==> config.mk <==
export PLATFORM = sky130hd
export DESIGN_NAME = tri_bbox_scanner
export DESIGN_NICKNAME = d
export VERILOG_FILES = /design/src/rtl/tri_bbox_scanner.sv
export SDC_FILE = /design/constraint.sdc
export NUM_CORES = 1
export LEC_CHECK = 0
export CELL_PAD_IN_SITES_DETAIL_PLACEMENT = 1
export CELL_PAD_IN_SITES_GLOBAL_PLACEMENT = 1
export CORE_MARGIN = 8
export CORE_UTILIZATION = 38
export CTS_BUF_LIST = sky130_fd_sc_hd__clkbuf_16
export CTS_CLUSTER_DIAMETER = 40
export DETAILED_ROUTE_END_ITERATION = 12
export MAX_ROUTING_LAYER = met4
export PLACE_DENSITY = 0.85
export SLEW_MARGIN = 20
export SYNTH_ARGS = -nofsm -noshare
export SYNTH_HDL_FRONTEND = slang
export SYNTH_SLANG_ARGS = --single-unit
==> constraint.sdc <==
create_clock -name CLK -period 5.1 [get_ports CLK]
set_input_delay 1.02 -clock CLK [delete_from_list [all_inputs] [get_ports CLK]]
set_output_delay 1.02 -clock CLK [all_outputs]
set_load 0.01 [all_outputs]
==> src/rtl/tri_bbox_scanner.sv <==
// Bounding-box point generator for the point-in-triangle stage: latches three vertices, walks the
// box in row-major order under valid/ready flow control and counts the pixels reported inside.
module tri_bbox_scanner #(
   parameter int unsigned W  = 11,
   parameter int unsigned CW = 23
) (
   input  logic          CLK,
   input  logic          rst,
   input  logic          start,
   input  logic [W-1:0]  v1x,
   input  logic [W-1:0]  v1y,
   input  logic [W-1:0]  v2x,
   input  logic [W-1:0]  v2y,
   input  logic [W-1:0]  v3x,
   input  logic [W-1:0]  v3y,
   output logic          busy,
   output logic          done,
   output logic [W-1:0]  point_x,
   output logic [W-1:0]  point_y,
   input  logic          in_tri,
   output logic          pix_valid,
   input  logic          pix_ready,
   output logic [W-1:0]  pix_x,
   output logic [W-1:0]  pix_y,
   output logic          pix_inside,
   output logic [CW-1:0] inside_count,
   output logic [W-1:0]  vert_x1,
   output logic [W-1:0]  vert_y1,
   output logic [W-1:0]  vert_x2,
   output logic [W-1:0]  vert_y2,
   output logic [W-1:0]  vert_x3,
   output logic [W-1:0]  vert_y3
);

   typedef enum logic [1:0] {StIdle, StScan, StDone} state_t;

   state_t       state;
   logic [W-1:0] xmin, xmax, ymin, ymax;
   logic [W-1:0] box_xmin, box_xmax, box_ymin, box_ymax;
   logic         xfer;

   // Unsigned three-way min/max of the incoming vertices, used only when a start is accepted.
   always_comb begin
      box_xmin = (v1x < v2x) ? v1x : v2x;
      if (v3x < box_xmin) box_xmin = v3x;
      box_xmax = (v1x > v2x) ? v1x : v2x;
      if (v3x > box_xmax) box_xmax = v3x;
      box_ymin = (v1y < v2y) ? v1y : v2y;
      if (v3y < box_ymin) box_ymin = v3y;
      box_ymax = (v1y > v2y) ? v1y : v2y;
      if (v3y > box_ymax) box_ymax = v3y;
   end

   assign xfer       = pix_valid & pix_ready;
   assign pix_x      = point_x;
   assign pix_y      = point_y;
   assign pix_inside = in_tri & pix_valid;

   always_ff @(posedge CLK) begin
      if (rst) begin
         state        <= StIdle;
         busy         <= 1'b0;
         done         <= 1'b0;
         pix_valid    <= 1'b0;
         point_x      <= '0;
         point_y      <= '0;
         inside_count <= '0;
         xmin         <= '0;
         xmax         <= '0;
         ymin         <= '0;
         ymax         <= '0;
         vert_x1      <= '0;
         vert_y1      <= '0;
         vert_x2      <= '0;
         vert_y2      <= '0;
         vert_x3      <= '0;
         vert_y3      <= '0;
      end else begin
         unique case (state)
            StIdle: begin
               done <= 1'b0;
               if (start) begin
                  vert_x1      <= v1x;
                  vert_y1      <= v1y;
                  vert_x2      <= v2x;
                  vert_y2      <= v2y;
                  vert_x3      <= v3x;
                  vert_y3      <= v3y;
                  xmin         <= box_xmin;
                  xmax         <= box_xmax;
                  ymin         <= box_ymin;
                  ymax         <= box_ymax;
                  point_x      <= box_xmin;
                  point_y      <= box_ymin;
                  inside_count <= '0;
                  busy         <= 1'b1;
                  pix_valid    <= 1'b1;
                  state        <= StScan;
               end
            end
            StScan: begin
               if (xfer) begin
                  if (in_tri) inside_count <= inside_count + CW'(1);
                  // Increments stay in range because point never exceeds the box maxima.
                  if (point_x < xmax) begin
                     point_x <= point_x + W'(1);
                  end else if (point_y < ymax) begin
                     point_x <= xmin;
                     point_y <= point_y + W'(1);
                  end else begin
                     busy      <= 1'b0;
                     pix_valid <= 1'b0;
                     done      <= 1'b1;
                     state     <= StDone;
                  end
               end
            end
            StDone: begin
               done  <= 1'b0;
               state <= StIdle;
            end
            default: state <= StIdle;
         endcase
      end
   end

endmodule

==> results of run 1 <==
[registers in the layout, summed over array words and instances, names as in the netlist]
name	cells
inside_count	23
pix_x	11
pix_y	11
vert_x1	11
vert_x2	11
vert_x3	11
vert_y1	11
vert_y2	11
vert_y3	11
xmax	11
xmin	11
ymax	11
state	2
done	1
pix_valid	1
[power by group through the flow]
stage	logic (mW)	registers, mW	clock network, mW
2_1_floorplan	0.774	1.36	0
3_3_place_gp	1.26	1.36	0
3_5_place_dp	1.31	1.37	0
4_1_cts	1.33	1.34	1.23
5_1_grt	1.46	1.36	1.27
6_report	1.34	1.34	1.20
[logic make-up (layout without fill, tap and decap cells)]
group | Yosys count | after routing | share of synthesized area
adders and majority gates | 87 | 87 | 0.116
muxes | 36 | 36 | 0.0393
buffers and inverters | 148 | 380 | 0.0733
xor gates and xnor gates | 30 | 30 | 0.0281
DFF | 148 | 148 | 0.317
AOI/OAI and AO/OA | 314 | 314 | 0.232
and+or+nand+nor | 401 | 401 | 0.194
[layer usage]
metal | part of all wire | wire length [µm] | vias to the layer above | track usage
met5 | 0 | 0 | - | -
met4 | 0.019 | 691 | 0 | 0.0747
met3 | 0.052 | 1890 | 49 | 0.0488
met2 | 0.47 | 17200 | 281 | 0.396
met1 | 0.46 | 16600 | 4803 | 0.299
li1 | - | - | 4596 | -
[Yosys cell counts, types with 26 or more instances]
| cell | n |
|---|---|
| sky130_fd_sc_hd__nand3_1 | 41 |
| sky130_fd_sc_hd__buf_4 | 26 |
| sky130_fd_sc_hd__mux2i_1 | 30 |
| sky130_fd_sc_hd__clkbuf_1 | 49 |
| sky130_fd_sc_hd__a21oi_1 | 114 |
| sky130_fd_sc_hd__o21ai_0 | 30 |
| sky130_fd_sc_hd__dfxtp_1 | 148 |
| sky130_fd_sc_hd__nor2_1 | 76 |
| sky130_fd_sc_hd__inv_1 | 61 |
| sky130_fd_sc_hd__ha_1 | 87 |
| sky130_fd_sc_hd__nand2_1 | 181 |
[layout make-up]
cell class / count / area, µm²
fill: 2919 / 11700
timing repair buffer: 286 / 2670
inverter: 62 / 233
multi-input combinational: 868 / 5750
sequential: 148 / 2960
clock inverter: 15 / 116
tap: 324 / 405
clock buffer: 17 / 425
[worst max-delay path, stage by stage]
cell                              delay [ps]
sky130_fd_sc_hd__clkdlybuf4s50_1         480
sky130_fd_sc_hd__inv_1                   120
sky130_fd_sc_hd__ha_1                    330
sky130_fd_sc_hd__nand4_1                 160
sky130_fd_sc_hd__a21o_1                  200
sky130_fd_sc_hd__a21oi_1                 160
sky130_fd_sc_hd__nand2b_1                150
sky130_fd_sc_hd__buf_4                   180
sky130_fd_sc_hd__mux2i_1                 290
sky130_fd_sc_hd__ha_1                    300
sky130_fd_sc_hd__a211oi_1                210
sky130_fd_sc_hd__o21ai_0                 140
sky130_fd_sc_hd__a41oi_2                 300
sky130_fd_sc_hd__o2111ai_1               240
sky130_fd_sc_hd__buf_4                   220
sky130_fd_sc_hd__a31oi_1                 160
sky130_fd_sc_hd__a21oi_1                 110
sky130_fd_sc_hd__buf_4                   170
sky130_fd_sc_hd__a221o_1                 280
[final timing paths]
kind              slack (ps)       start    endpoint
setup / recovery         190      v2x[6]    pix_x[9]
hold / removal           460  vert_y2[6]  vert_y2[6]
setup reg to reg        1970    pix_x[2]    pix_x[0]
hold reg to reg          460  vert_y2[6]  vert_y2[6]
[metrics by stage]
| stage | instance area, µm² | cells | hold WS (ps) |
|---|---|---|---|
| after detailed placement | 12000 | 1688 | 449 |
| final | 12600 | 1720 | 456 |
| after floorplan | 9360 | 1164 | 432 |
| after global placement | 12000 | 1688 | 439 |
| after global routing | 12600 | 1720 | 476 |
| after CTS | 12500 | 1720 | 459 |
[what timing repair did]
action,4_1_cts,5_1_grt
setup endpoints to repair,0,24
gates resized for setup,0,7
hold buffers,0,0
==> run summary, run 1 <==
The count of synthesis-stage warnings from yosys is 0. The gate count after technology mapping is ~1200. The run finished with clean final reports. The placer congestion estimate is 0.957.

Of the total power, registers draw 0.345. The final worst-path cycle share came out at 0.963. TritonCTS built the clock tree.

The clock arrives with a little under 8 ps of skew. The slew at the pin closest to its max-slew limit came out at ~1000 ps. The count of final setup violators is 0. The via count of the first global-routing pass came out at approximately 10000. For this run, the share of the core covered by cells in the final layout is 0.518.

The final total power is ~3.9 mW. The final-layout setup total negative slack came out at 0 ps. The worst-case clock buffer depth came out at 2.

The total via count in the routed design came out at 9729. The maximum achievable frequency came out at 0.204 GHz. The mean instance size in the synthesized netlist is 8.04 µm². The cell type contributing the most total cell area after synthesis is sky130_fd_sc_hd__dfxtp_1. The post-layout worst setup margin came out at roughly 190 ps. STA classifies the critical path endpoint as a flop. The floorplan die height came out at around 170 µm. The first-pass GRT wire length came out at just under 60000 µm. The area of the placeable core came out at around 24000 µm². The number of cell rows came out at 57.

In the final routed layout, each cell accounts on average for around 21 µm. The post-synthesis register bit count is 148. The setup slack after placement came out at -284 ps. The fraction of power spent switching nets is 0.352. The leading cell type in the layout, fill and taps excluded is sky130_fd_sc_hd__clkdlybuf4s50_1. The initial antenna violation count is 0. Dividing the detail-routed via count by the number of cells gives approximately 5.7. The number of inserted diodes is 0.

The number of nets in the layout came out at between 1500 and 2000. The final hold violation count is 0. The worst-skew pair later-pin latency came out at 430 ps. Sorting the synthesized cells by area gives the leading types as sky130_fd_sc_hd__dfxtp_1 32%, sky130_fd_sc_hd__ha_1 12%, sky130_fd_sc_hd__nand2_1 7.3%. Setup repair after global routing left no endpoint under its margin. The final number of max-transition violations is 0. The worst hold path stage count is 2. Of the cells placed in the final design, the portion with a size suffix greater than 1 is 0.102. The wire length after detailed routing is 36300 µm. The minimum period implied by the final worst setup slack came out at slightly below 5000 ps. The residual overflow from global routing is 0. The most used flip-flop cell after synthesis is sky130_fd_sc_hd__dfxtp_1. Counting cells, the worst reg-to-reg path comes to 8. The die width came out at around 170 µm. For this run, the register share of the synthesized area comes to 0.317. The total CTS buffers is 17.

For this configuration, the core starts out at a cell density of 0.386. The synthesized netlist net count came out at between 1000 and 1500. The areal power density over the cells came out at 310 nW/µm². The fraction of registers with async set/reset came out at 0. The clock power share is 0.309. The fraction of post-synthesis cell area in the top cell type by area is 0.317. After clock tree synthesis, the clock-pin slew on the worst setup and hold paths is 70 ps. The relative slew slack is 0.298. In this run, the number of DRC markers left after iteration 0 of detailed routing was 529. The number of buffers inserted by port buffering came out at around 210. Across every metal layer, demand over resource in global routing totals 0.243. The detail route stage leaves a number of antenna-violating nets equal to 0. The H-tree was split into 4 levels.

The critical path is of the in -> reg type. The HPWL after detailed placement is around 27000 µm. The signal arrival time at the worst endpoint came out at 5230 ps. The unique cell type count in the Yosys netlist is 68. During I/O placement, the number of pins put on the boundary was 208. The internal power summed over all cells is 2.52 mW.

For this design the static power due to leakage is 5.01 nW. The switching power of the nets is about 1.4 mW. The library cells used most frequently in the layout, excluding fill and tap cells, are 206 x sky130_fd_sc_hd__clkdlybuf4s50_1, 181 x sky130_fd_sc_hd__nand2_1, 148 x sky130_fd_sc_hd__dfxtp_1, 114 x sky130_fd_sc_hd__a21oi_1, 87 x sky130_fd_sc_hd__ha_1.

The number of setup buffers added after CTS is 0. IR analysis of the VDD net gives a maximum drop of between 0.2 and 0.25 mV. The area overhead of the layout relative to synthesis is 34.2%. The maximum number of pins on one net before global-route repair came out at roughly 90. The cell sitting at the root of the clock tree is a sky130_fd_sc_hd__clkbuf_16. The worst hold path belongs to the class reg -> reg. The number of enable flip-flop cells after synthesis is 0.

The combined area of all synthesized cells came out at 9360 µm². The floorplan die area is between 20000 and 30000 µm². The required time reported for the critical path endpoint came out at between 5000 and 6000 ps. The combinational share of power is 0.345.

Counting every sink on the clock net gives between 100 and 150. STA classifies the critical path startpoint as an input port. The maximum fanout along the worst path is 6.

The first detailed-routing pass took 5 iterations. The count of maximum capacitance violations is 0. The number of DRC violations after detailed routing came out at 0.
Power figures use the tool's default switching activity.
==> run 2, diff against run 1 <==
--- a/config.mk
+++ b/config.mk
@@ -18,3 +18,4 @@
 export SYNTH_ARGS = -nofsm -noshare
 export SYNTH_HDL_FRONTEND = slang
 export SYNTH_SLANG_ARGS = --single-unit
+export TNS_END_PERCENT = 1
==> results of run 2 <==
No change in the layout: final DEF, timing and power equal those of run 1.
==> run 3, diff against run 2 <==
--- a/config.mk
+++ b/config.mk
@@ -14,7 +14,6 @@
 export DETAILED_ROUTE_END_ITERATION = 12
 export MAX_ROUTING_LAYER = met4
 export PLACE_DENSITY = 0.85
-export SLEW_MARGIN = 20
 export SYNTH_ARGS = -nofsm -noshare
 export SYNTH_HDL_FRONTEND = slang
 export SYNTH_SLANG_ARGS = --single-unit
==> results of run 3 <==
No change in the layout: final DEF, timing and power equal those of run 1.
==> patch, RTL diff (settings of run 3) <==
Make the reset (`rst`) asynchronous in one clocked block.
--- a/src/rtl/tri_bbox_scanner.sv
+++ b/src/rtl/tri_bbox_scanner.sv
@@ -56,7 +56,7 @@
    assign pix_y      = point_y;
    assign pix_inside = in_tri & pix_valid;
 
-   always_ff @(posedge CLK) begin
+   always_ff @(posedge CLK or posedge rst) begin
       if (rst) begin
          state        <= StIdle;
          busy         <= 1'b0;
Function: differs if rst is asserted again (counterexample within 4 cycles, from zero or initial values and one cycle with rst high); with rst held inactive, the same outputs for 4 cycles.
==> patch against run 3 <==
  * Die area grew 4.9%
  * Sequential cell count unchanged
  * Critical endpoint is now xmin[10]
  * Global-route usage shrank 1.0 points
  * Count of clock-buffer cells in the layout stayed put
  * Area after synthesis increased by 5.4%
  * Core utilization down 0.75 points
  * Setup slack improved by 80 ps
  * Cell area up 4.7%
  * Synthesized cell count down 4.7%
  * Via count decreased by 3.1%
  * Wire length fell by 1.6%
Power is not compared: it rests on default switching activity, and its combinational part moved more than twofold at a synthesized area within 25%.
==> patch: results (changes against run 3) <==
[global_route]
antenna_found_initial=1  ; +1
grt_pass1_vias=10239  ; -2.4%
grt_max_degree=87  ; -2.2%
grt_util_all_layers=0.2324  ; -0.01044
grt_pass1_wl_um=56820  ; -2.3%

[synth]
postSynth.asyncResetShare=1.000  ; +1.000
ys_top_cells_by_count=199 x nand2_1, 148 x dfrtp_1, 87 x ha_1, 70 x o21ai_0, 64 x inv_1
syn-num-nets=1267  ; -4.2%
ys_types=70  ; +2.9%
ys_seq_area_frac=0.3756  ; +0.05901
synthTopCellsByArea=dfrtp_1 38%, ha_1 11%, nand2_1 7.6%
ys.flop_type=dfrtp_1

[outcome]
outcome=complete, no violations

[detailed_routing]
first_iter_violations=599  ; +13%
antenna_left=0  ; unchanged
wire_per_inst_um=21.28  ; +0.70%
vias_per_cell=5.608  ; -0.86%

[placed_design]
place_congestion=0.9025  ; -5.7%
port-buffer-count=207  ; unchanged
dp_hpwl_um=27150  ; -0.27%
dpl_cell_area_um2=12550  ; +4.7%

[final_layout]
fin_nets=1491  ; -3.2%
final_layout_size_suffix_gt1_frac=0.1086  ; +0.006115
top_register=inside_count

[worst_setup_path]
worstPathMaxFanout=10  ; +4
arrival_ps=5150  ; -80 ps
slowest_delay_ps=480  ; about the same

[sta]
finClkSkew_ps=12.91  ; +5.200 ps
worst_slew_pin_slew_ps=969.4  ; -80.47 ps

patch: cell types whose count changed after synthesis, sizes merged, moves of 12 or more:
cell / before / now
dfrtp: 0 / 148
o32ai: 13 / 0
dfxtp: 148 / 0
o221ai: 8 / 21
clkbuf: 49 / 36
a32o: 12 / 0
a31oi: 17 / 5
o21ai: 33 / 87
nand2: 181 / 199
or3: 9 / 22
nor2: 76 / 38
a21oi: 118 / 51
patch: metrics by stage:
stage / hold WS, ps / setup WS (ps) / std cells / total power [mW]
after floorplan: 441.9 / 100.3 / 1109 / 4.088
after CTS: 481.4 / 202.3 / 1680 / 7.046
final: 477.8 / 270.8 / 1681 / 7.008
after global routing: 508.0 / 50.86 / 1681 / 7.456
after detailed placement: 462.9 / -216.3 / 1649 / 5.678
after global placement: 459.5 / 15.15 / 1649 / 5.494
patch: final timing paths:
check                           slack, ps       start              end
worst max-delay path                  270      v2x[4]         xmin[10]
worst min-delay path                  480  vert_y3[9]       vert_y3[9]
worst max register to register       1640    pix_y[6]         pix_y[3]
worst min register to register        480  vert_y3[9]       vert_y3[9]
max in group asynchronous            3090         rst         pix_x[4]
min in group asynchronous            1150         rst  inside_count[6]
patch: layout make-up:
class / instances / area (um^2)
Antenna cell: 1 / 2.502
Clock buffer: 17 / 425.4
Clock inverter: 14 / 165.2
Fill cell: 2987 / 12610
Inverter: 64 / 245.2
Multi-Input combinational cell: 827 / 5558
Sequential cell: 148 / 3704
Tap cell: 335 / 419.2
Timing Repair Buffer: 275 / 2633
patch: per-layer routing:
layer | share of wire | vias to the layer above | global-route usage
li1 | - | 4378 | -
met1 | 0.44 | 4720 | 0.2803
met2 | 0.48 | 263 | 0.3863
met3 | 0.054 | 66 | 0.04203
met4 | 0.023 | 0 | 0.07811
met5 | 0 | - | -
patch: cells by family after synthesis:
family	share of synthesized area
XOR/XNOR	0.01599
AND/OR/NAND/NOR	0.2017
multiplexers	0.04733
buffers and inverters	0.06206
flip-flops	0.3756
adder cells (fa/ha/maj)	0.1104
AO/OA/AOI/OAI	0.1869
patch: worst reg2reg max path, cell delays in order, from the launching register on:
cell and delay, ps:
dfrtp_1 480, ha_1 360, and4_4 200, a2111o_1 440, a211oi_4 330, o2111ai_2 540, and3_1 420, a2111oi_0 370
o21ai_1 150
patch: what timing repair did:
action	CTS	global route
setup endpoints to repair	0	2
endpoints found under the hold margin	0	0
gates resized for setup	0	1
buffers inserted	0	0
patch: power by group:
part | switching [mW] | internal (mW) | leakage [nW]
Sequential | 0.404 | 1.65 | 1.84
Combinational | 1.97 | 1.69 | 4.03
Clock | 0.537 | 0.765 | 0.289
